$ cat src/rtl/sc_io_input_conditioner_pkg.sv
// Shared constants for the DE1-SoC switch/key input conditioner: pin counts,
// key polarity and the debounce lengths used on hardware and in simulation.
package sc_io_input_conditioner_pkg;

  localparam int N_SW  = 10;
  localparam int N_KEY = 3;

  // DE1-SoC push buttons pull the pin low when pressed.
  localparam logic KEY_ACTIVE_LEVEL = 1'b0;

  // 10 ms at 50 MHz on the board; a short count keeps simulation fast.
  localparam int DEBOUNCE_CYCLES_HW  = 500000;
  localparam int DEBOUNCE_CYCLES_SIM = 4;

  function automatic int cnt_width(input int cycles);
    return (cycles < 2) ? 1 : $clog2(cycles);
  endfunction

endpackage

$ cat src/rtl/sc_io_input_conditioner_debounce.sv
// One conditioned input: 2-FF synchronizer followed by a counter debouncer.
// accept_o is high in the cycle whose rising edge updates clean_o.
module io_debounce_channel
  import sc_io_input_conditioner_pkg::*;
#(
  parameter int   DEBOUNCE_CYCLES = DEBOUNCE_CYCLES_SIM,
  parameter logic SYNC_RST_VAL    = 1'b0,
  parameter logic INVERT          = 1'b0
) (
  input  logic clock,
  input  logic resetn,
  input  logic raw_i,
  output logic clean_o,
  output logic accept_o
);

  localparam int            CW      = cnt_width(DEBOUNCE_CYCLES);
  localparam logic [CW-1:0] CNT_MAX = CW'(DEBOUNCE_CYCLES - 1);

  logic          sync1_q;
  logic          sync2_q;
  logic          clean_q;
  logic          clean_d;
  logic [CW-1:0] cnt_q;
  logic [CW-1:0] cnt_d;
  logic          level;
  logic          accept;

  // Inversion happens after the synchronizer so the flops see the raw pin.
  assign level = sync2_q ^ INVERT;

  always_comb begin
    cnt_d   = cnt_q;
    clean_d = clean_q;
    accept  = 1'b0;
    if (level == clean_q) begin
      cnt_d = '0;
    end else if (cnt_q == CNT_MAX) begin
      clean_d = level;
      cnt_d   = '0;
      accept  = 1'b1;
    end else begin
      cnt_d = cnt_q + CW'(1);
    end
  end

  always_ff @(posedge clock or negedge resetn) begin
    if (!resetn) begin
      sync1_q <= SYNC_RST_VAL;
      sync2_q <= SYNC_RST_VAL;
      cnt_q   <= '0;
      clean_q <= 1'b0;
    end else begin
      sync1_q <= raw_i;
      sync2_q <= sync1_q;
      cnt_q   <= cnt_d;
      clean_q <= clean_d;
    end
  end

  assign clean_o  = clean_q;
  assign accept_o = accept;

endmodule

$ cat src/rtl/sc_io_input_conditioner.sv
// Conditions raw DE1-SoC switch and key pins for the computer top level:
// per-channel synchronize + debounce, plus a CPU-clearable sticky press flag per key.
module sc_io_input_conditioner
  import sc_io_input_conditioner_pkg::*;
#(
  parameter int DEBOUNCE_CYCLES = DEBOUNCE_CYCLES_HW
) (
  input  logic             clock,
  input  logic             resetn,
  input  logic [N_SW-1:0]  sw_raw,
  input  logic [N_KEY-1:0] key_raw,
  input  logic [N_KEY-1:0] key_press_clr,
  output logic [N_SW-1:0]  sw_clean,
  output logic [N_KEY-1:0] key_clean,
  output logic [N_KEY-1:0] key_press
);

  logic [N_SW-1:0]  sw_accept;
  logic [N_KEY-1:0] key_accept;
  logic [N_KEY-1:0] key_rise;
  logic [N_KEY-1:0] key_press_q;
  logic [N_KEY-1:0] key_press_d;
  logic             unused_sw_accept;

  for (genvar i = 0; i < N_SW; i++) begin : g_sw
    io_debounce_channel #(
      .DEBOUNCE_CYCLES (DEBOUNCE_CYCLES),
      .SYNC_RST_VAL    (1'b0),
      .INVERT          (1'b0)
    ) u_chan (
      .clock    (clock),
      .resetn   (resetn),
      .raw_i    (sw_raw[i]),
      .clean_o  (sw_clean[i]),
      .accept_o (sw_accept[i])
    );
  end

  // Key synchronizers reset to the released pin level so no press is seen at reset exit.
  for (genvar i = 0; i < N_KEY; i++) begin : g_key
    io_debounce_channel #(
      .DEBOUNCE_CYCLES (DEBOUNCE_CYCLES),
      .SYNC_RST_VAL    (~KEY_ACTIVE_LEVEL),
      .INVERT          (KEY_ACTIVE_LEVEL == 1'b0)
    ) u_chan (
      .clock    (clock),
      .resetn   (resetn),
      .raw_i    (key_raw[i]),
      .clean_o  (key_clean[i]),
      .accept_o (key_accept[i])
    );
  end

  assign unused_sw_accept = &{1'b0, sw_accept};

  // A press edge in the same cycle as a clear keeps the flag set so no press is lost.
  assign key_rise    = key_accept & ~key_clean;
  assign key_press_d = key_rise | (key_press_q & ~key_press_clr);

  always_ff @(posedge clock or negedge resetn) begin
    if (!resetn) begin
      key_press_q <= '0;
    end else begin
      key_press_q <= key_press_d;
    end
  end

  assign key_press = key_press_q;

endmodule

$ cat config.mk
export PLATFORM = sky130hd
export DESIGN_NAME = sc_io_input_conditioner
export DESIGN_NICKNAME = d
export VERILOG_FILES = /design/src/rtl/sc_io_input_conditioner_pkg.sv /design/src/rtl/sc_io_input_conditioner_debounce.sv /design/src/rtl/sc_io_input_conditioner.sv
export SDC_FILE = /design/constraint.sdc
export NUM_CORES = 1
export LEC_CHECK = 0
export ABC_AREA = 1
export CORE_UTILIZATION = 55
export CTS_CLUSTER_SIZE = 10
export DETAILED_ROUTE_END_ITERATION = 6
export GPL_TIMING_DRIVEN = 0
export PLACE_DENSITY = 0.72
export SLEW_MARGIN = 20
export SYNTH_ARGS = -nofsm -noshare
export SYNTH_HDL_FRONTEND = slang
export SYNTH_SLANG_ARGS = --single-unit
export TNS_END_PERCENT = 50
$ cat constraint.sdc
create_clock -name clock -period 2.8 [get_ports clock]
set_input_delay 0.56 -clock clock [delete_from_list [all_inputs] [get_ports clock]]
set_output_delay 0.56 -clock clock [all_outputs]
set_load 0.1 [all_outputs]
==> metrics.md, run 1 <==
| Metric | Value |
|---|---|
| Vias in the first global route | ~13000 |
| Final Hold Fails | 0 |
| Clock network fraction of design power | 0.476 |
| DP Area | 0.0170 mm² |
| FMAX | 369 MHz |
| Chip width | ~170 µm |
| CTS clk-pin slew, worst paths | 0.05 ns |
| Die ar. | around 0.03 mm² |
| Die height | roughly 170 µm |
| GP Congestion | ~0.89 |
| Worst path slowest cell | clkdlybuf4s50_1 |
| Grt ovf | 0 |
| Pin slew with the least headroom to its limit | 1.02 ns |
| Outcome | complete, no violations |
| Clk Latency, worst-skew pair | 0.51 ns |
| Final slew viol count | 0 |
| Filler instances | 2613 |
| # rows | 62 |
| Clk_skew | 0.0225 ns |
| Drt first-iter violations | ~700 |
| Crit path capture type | output port |
| Worst hold path class | in2async |
| Sequential power share | 0.491 |
| Final setup viols | 0 |
| Pwr Density | slightly below 500 mW/mm² |
| Kind of critical path | reg2out |
| Synth Register Bits | just under 300 |
| Initial antenna violation count | 0 |
| # DRC | 0 |
| Max cap viols | 0 |
| Crit share post-route | 0.969 |
| Syn Area/Cell | 7.34 µm² |
| Clock Root Buffer | clkbuf_16 |
| Post-DP HPWL | 22.8 mm |
| Slew Limit Headroom | 0.322 |
| Crit-path max cell delay | 1.12 ns |
| Post-synthesis cell count | about 2200 |
| Gate power share | 0.033 |
| Lkg Pwr | a little under 8 nW |
| Power Internal | around 6.8 mW |
| Most frequent cells in the layout | nor2_1, nand2_1, dfrtp_1, inv_1, nand3_1 |
| I/O pins | 34 |
| Crit path arrival time | 2.15 ns |
| CTS buffer count | 36 |
| Fin nets | 2296 |
| Power, Total | 8.74 mW |
| Minimum clock period | 2.71 ns |
| Leading cell type in the layout, fill and taps excluded | nor2_1 |
| Post-CTS Setup Bufs | 0 |
| R2R setup slack | 1.20 ns |
| Crit path required time | approximately 2.2 ns |
| Ordered cell list for the critical path | buf_4 -> clkdlybuf4s50_1 |
| ANT cells | 0 |
| Critical R2R Launch | g_sw[8].u_chan.cnt_q[0] |
| Total global-route track usage | 0.225 |
| Largest net degree at the start of global routing | 83 |
| Worst Setup SP | g_sw[1].u_chan.clean_o |
| Sw Ratio | 0.218 |
| Reg2Reg Capture Point | g_sw[8].u_chan.cnt_q[0] |
| Clock sinks | 289 |
| Netlist cell types | 31 |
| Pre-antenna DRT Iters | 5 |
| Area growth, synth to finish | 12.0% |
| Via density | 5.02 |
| H-tree Lvls | 2 |
| Core region area | 0.0287 mm² |
| RSZ-0062 raised after global routing | no |
| Drt wl/cell | 11.9 µm |
| WHS | 0.000180 ns |
| Via count | roughly 13000 |
| Port buffer count | 33 |
| Ys Warns | 0 |
| Design Area, Final | 0.0180 mm² |
| Share of post-route cells with drive strength above 1 | 0.0851 |
| Synthesized Nets | between 2000 and 2500 |
| Seq/Total Area, Yosys | 0.450 |
| Crit Path Max Fanout | 3 |
| Startpoint types | register |
| Peak supply drop | 0.000421 V |
| Final antenna-violating net count | 0 |
| Setup TNS | 0 ns |
| Reg2Reg Depth | 8 |
| Initial Utilization | 0.560 |
| CTS tree | done |
| First-pass GRT wire length | a little under 60 mm |
| Clk buf depth | 3 |
| Area of the mapped netlist | around 0.016 mm² |
| NetSw | around 1.9 mW |
| Overall routed net length | 31.8 mm |
worst max path at each step:
stage | to | slack [ns] | cells past startpoint
after floorplan | key_press[0] | 1.34 | 0
after global placement | g_key[0].u_chan.clean_o | -11.39 | 1
after detailed placement | sw_clean[0] | 0.59 | 2
after CTS | sw_clean[0] | 0.04 | 2
after global routing | sw_clean[8] | 0.01 | 2
final | sw_clean[1] | 0.09 | 2
Yosys cell counts:
cell,number,area (µm²)
nor2_1,626,2350
nand2_1,407,1530
dfrtp_1,283,7080
inv_1,255,957
nand3_1,182,911
xor2_1,83,727
a21oi_1,44,220
nand2_2,43,269
nor2_2,41,257
o21ai_0,38,190
xnor2_1,37,324
nand4_1,19,119
nor2_4,17,191
buf_4,16,120
ha_1,13,163
nor3b_1,12,90.1
inv_2,11,41.3
and2_1,9,56.3
buf_2,8,40.0
nand3b_1,7,52.6
nor3_1,7,35.0
o22ai_1,7,43.8
dfstp_2,6,158
and3_1,4,25.0
nand3_2,4,40.0
o21ai_1,4,20.0
o21bai_1,4,30.0
a21oi_4,1,16.3
and2_0,1,6.26
o31ai_1,1,7.51
xor2_2,1,16.3
power by group through the flow:
stage | Sequential (mW) | Combinational [mW] | Clock [mW]
floorplan | 4.35 | 0.137 | 0
global placement | 4.36 | 0.279 | 0
detailed placement | 4.36 | 0.302 | 0
CTS | 4.29 | 0.305 | 4.30
global route | 4.30 | 0.346 | 4.46
finish | 4.29 | 0.293 | 4.16
sequential cells by signal, indices dropped and copies added, names as in the netlist:
signal and count:
g_sw.u_chan.cnt_q 190, g_sw.u_chan.clean_o 10, g_sw.u_chan.level 10, g_sw.u_chan.sync1_q 10, key_press 3, g_key.u_chan.clean_o 3
g_key.u_chan.sync2_q 3, g_key.u_chan.sync1_q 3, g_key.u_chan.cnt_q 57
logic make-up (layout without fill, tap and decap cells):
| logic type | Yosys count | count (layout) | synth area share |
|---|---|---|---|
| AOI/OAI and AO/OA | 99 | 99 | 0.0328 |
| xor gates and xnor gates | 121 | 121 | 0.0664 |
| adders and majority gates | 13 | 13 | 0.0101 |
| buffers and inverters | 290 | 380 | 0.0720 |
| DFF | 289 | 289 | 0.450 |
| and+or+nand+nor | 1379 | 1379 | 0.369 |
cell type report:
type / instances / area, µm² / share of cell area
clock buffer: 50 / 973 / 0.0540
clock inverter: 4 / 63.8 / 0.00354
buffer: 24 / 160 / 0.00889
inverter: 266 / 998 / 0.0554
tap: 384 / 480 / 0.0267
timing repair buffer: 36 / 420 / 0.0233
sequential: 289 / 7240 / 0.402
multi-input combinational: 1612 / 7690 / 0.427
worst max-delay path, delay by kind of cell (launching register included):
| kind | cells | cell delay [ns] |
|---|---|---|
| buffers and inverters | 2 | 1.26 |
| DFF | 1 | 0.39 |
timing repair:
item                                    in CTS  in global routing
endpoints found under the setup margin       0                  1
resized for setup                            0                  1
hold buffers                                 0                  0
metal layers:
metal  GRT usage  wire (µm)  vias up
met3      0.0330       1170       51
met5           0          0        -
met4      0.0505        516        0
li1            -          -     6899
met1       0.306      15300     6217
met2       0.382      14900      203
metrics by stage:
step | util | std cells | setup slack [ns]
after global routing | 0.628 | 2665 | 0.0114
final | 0.628 | 2665 | 0.0863
after CTS | 0.628 | 2665 | 0.0417
after global placement | 0.589 | 2608 | -11.39
after detailed placement | 0.592 | 2611 | 0.589
after floorplan | - | 2191 | 1.34
(Power assumes the default switching activity.)
==> inputs of run 2 (changes only) <==
--- a/config.mk
+++ b/config.mk
@@ -5,12 +5,12 @@
 export SDC_FILE = /design/constraint.sdc
 export NUM_CORES = 1
 export LEC_CHECK = 0
-export ABC_AREA = 1
 export CORE_UTILIZATION = 55
 export CTS_CLUSTER_SIZE = 10
 export DETAILED_ROUTE_END_ITERATION = 6
 export GPL_TIMING_DRIVEN = 0
 export PLACE_DENSITY = 0.72
+export RECOVER_POWER = 50
 export SLEW_MARGIN = 20
 export SYNTH_ARGS = -nofsm -noshare
 export SYNTH_HDL_FRONTEND = slang
==> metrics.md, run 2 <==
| Metric | Value |
|---|---|
| Met2 wire len | 11.7 mm |
| Final setup viols | 0 |
| Fin nets | roughly 1500 |
| Overall routed net length | 25.2 mm |
| Largest net degree at the start of global routing | between 100 and 150 |
| Initial antenna violation count | 0 |
| Total global-route track usage | 0.204 |
| ANT cells | 0 |
| Syn Area/Cell | 10.2 µm² |
| Power, Total | 8.53 mW |
| Area growth, synth to finish | 12.7% |
| Startpoint types | register |
| Main area contributors after synthesis | dfrtp_1, xnor2_1, nor2_1, xor2_1, nand3_1 |
| Peak supply drop | 0.000493 V |
| Final slew viol count | 60 |
| Clk_skew | 0.0198 ns |
| Pre-antenna DRT Iters | 5 |
| Drt first-iter violations | ~650 |
| RSZ-0062 raised after global routing | no |
| Top layer in use | met4 |
| Clk Latency, worst-skew pair | 0.51 ns |
| Post-synthesis cell count | around 1400 |
| CTS buffer count | 35 |
| H-tree Lvls | 2 |
| Leading cell type in the layout, fill and taps excluded | dfrtp_1 |
| Worst path slowest cell | clkdlybuf4s50_1 |
| Met3 WL post-DR | approximately 750 µm |
| Pwr Density | roughly 550 mW/mm² |
| Crit share post-route | 0.974 |
| Die ar. | 0.0258 mm² |
| Max reg flops | 190 |
| Clk buf depth | 3 |
| Number of synthesized flops with an enable pin | 0 |
| Outcome | finished with violations |
| Chip width | between 150 and 200 µm |
| Top cell type's share of synthesized area | 0.512 |
| Crit path capture type | output port |
| Commonest cells post-synth | dfrtp_1, nor2_1, xnor2_1 |
| FMAX | approximately 370 MHz |
| Crit Path Max Fanout | 4 |
| M1 WL | around 12 mm |
| Post-CTS Setup Bufs | 0 |
| Largest regs | g_sw.u_chan.cnt_q x190, g_key.u_chan.cnt_q x57 |
| Synth async-reset ratio | 1.00 |
| Netlist cell types | 46 |
| Crit-path max cell delay | 1.12 ns |
| Via count | between 9000 and 10000 |
| Yosys top cell by area | dfrtp_1 |
| Cells after DPL | ~1700 |
| Die height | 161 µm |
| Vias in the first global route | roughly 9900 |
| Final antenna-violating net count | 0 |
| Failing checks | capacitance limit, slew limit |
| I/O pins | 34 |
| Share of post-route cells with drive strength above 1 | 0.0847 |
| Worst setup margin | just over 0.07 ns |
| Synth Register Bits | 289 |
| Area of the mapped netlist | 0.0138 mm² |
| Max cap viols | 1 |
| CTS resizes | 0 |
| Via density | 5.63 |
| CTS tree | done |
| GP Congestion | 0.817 |
| Place WS | 0.459 ns |
| Seq/Total Area, Yosys | 0.524 |
| First-pass GRT wire length | 45.0 mm |
| Ordered cell list for the critical path | buf_4 -> clkdlybuf4s50_1 |
| Minimum clock period | approximately 2.7 ns |
| Grt ovf | 0 |
| Most frequent cells in the layout | dfrtp_1, nor2_1, xnor2_1, nand3_1, nand2_1 |
| Clock sinks | 289 |
| Ys Warns | 0 |
| Crit path arrival time | 2.17 ns |
| Crit path required time | between 2 and 2.5 ns |
| Clock Root Buffer | clkbuf_16 |
| Lkg Pwr | 6.14 nW |
| # DRC | 0 |
| Drt wl/cell | 14.2 µm |
| Initial Utilization | 0.565 |
| Fin cells | 1776 |
| Final Hold Fails | 0 |
| Top-count cell post-synth | dfrtp_1 |
| Synthesized Nets | 1392 |
| Core region area | 0.0245 mm² |
| Kind of critical path | reg2out |
| Slew Limit Headroom | -0.0245 |
| Worst hold path class | reg2reg |
| Register name with the most flops | g_sw.u_chan.cnt_q |
| Synth Flop Type | dfrtp_1 |
| # rows | 57 |
| Post-DP HPWL | 16.7 mm |
| Pin slew with the least headroom to its limit | 1.54 ns |
| CTS clk-pin slew, worst paths | around 0.060 ns |
| Port buffer count | 33 |
| Hold buffers post-CTS | 0 |
==> run 2: changes by cell type after synthesis, sizes merged, moves of 52 or more <==
cell	delta
inv	-222
nand2	-375
nand3	-103
or3	+52
xnor2	+76
nor2	-487
==> run 2: path summary, 6_finish.rpt <==
path / cells past startpoint / start / endpoint / slack, ns
max: 2 / g_key[1].u_chan.clean_o / key_clean[1] / 0.07
min: 0 / g_sw[6].u_chan.sync1_q / g_sw[6].u_chan.level / 0.35
max reg2reg: 6 / g_sw[1].u_chan.cnt_q[0] / g_sw[1].u_chan.cnt_q[9] / 0.46
min reg2reg: 0 / g_sw[6].u_chan.sync1_q / g_sw[6].u_chan.level / 0.35
max in group asynchronous: 3 / resetn / g_sw[9].u_chan.cnt_q[1] / 0.48
min in group asynchronous: 1 / resetn / g_sw[3].u_chan.clean_o / 0.43
==> run 2: layout make-up <==
class	instances	area [µm²]
buffer	38	238
clock buffer	51	946
clock inverter	4	31.3
fill	1947	8880
inverter	44	165
multi-input combinational	990	6180
sequential	289	7240
tap	324	405
timing repair buffer	36	374
==> run 2: routing by layer <==
| metal | vias up | global-route usage |
|---|---|---|
| met2 | 118 | 0.336 |
| li1 | 4992 | - |
| met3 | 29 | 0.0318 |
| met4 | 0 | 0.0485 |
| met1 | 4852 | 0.285 |
| met5 | - | 0 |
==> run 2: cells by family after synthesis <==
family,after synthesis,share of synthesized area
fa+ha+maj,13,0.0118
xor+xnor,169,0.107
buf+inv,82,0.0291
simple gates,646,0.251
flops,289,0.524
compound gates,152,0.0690
mux,10,0.00814
==> run 2: per-stage QoR <==
stage          setup TNS [ns]  hold slack (ns)  utilization  cell area [µm²]
6_report                    0            0.346        0.637            15600
5_1_grt                     0            0.353        0.637            15600
4_1_cts                     0          0.00850        0.639            15600
3_5_place_dp                0            0.335        0.599            14600
3_3_place_gp         -3241.66            0.332        0.595            14600
2_1_floorplan               0            0.264            -            13800
==> run 2: critical path: cells and delay by family, from the launching register on <==
family	cells	cell delay [ns]
buf+inv	2	1.25
flops	1	0.41
==> run 2: where the power goes <==
| group | internal [mW] | switching, mW |
|---|---|---|
| combinational | 0.0880 | 0.192 |
| sequential | 4.25 | 0.0592 |
| clock | 2.33 | 1.61 |
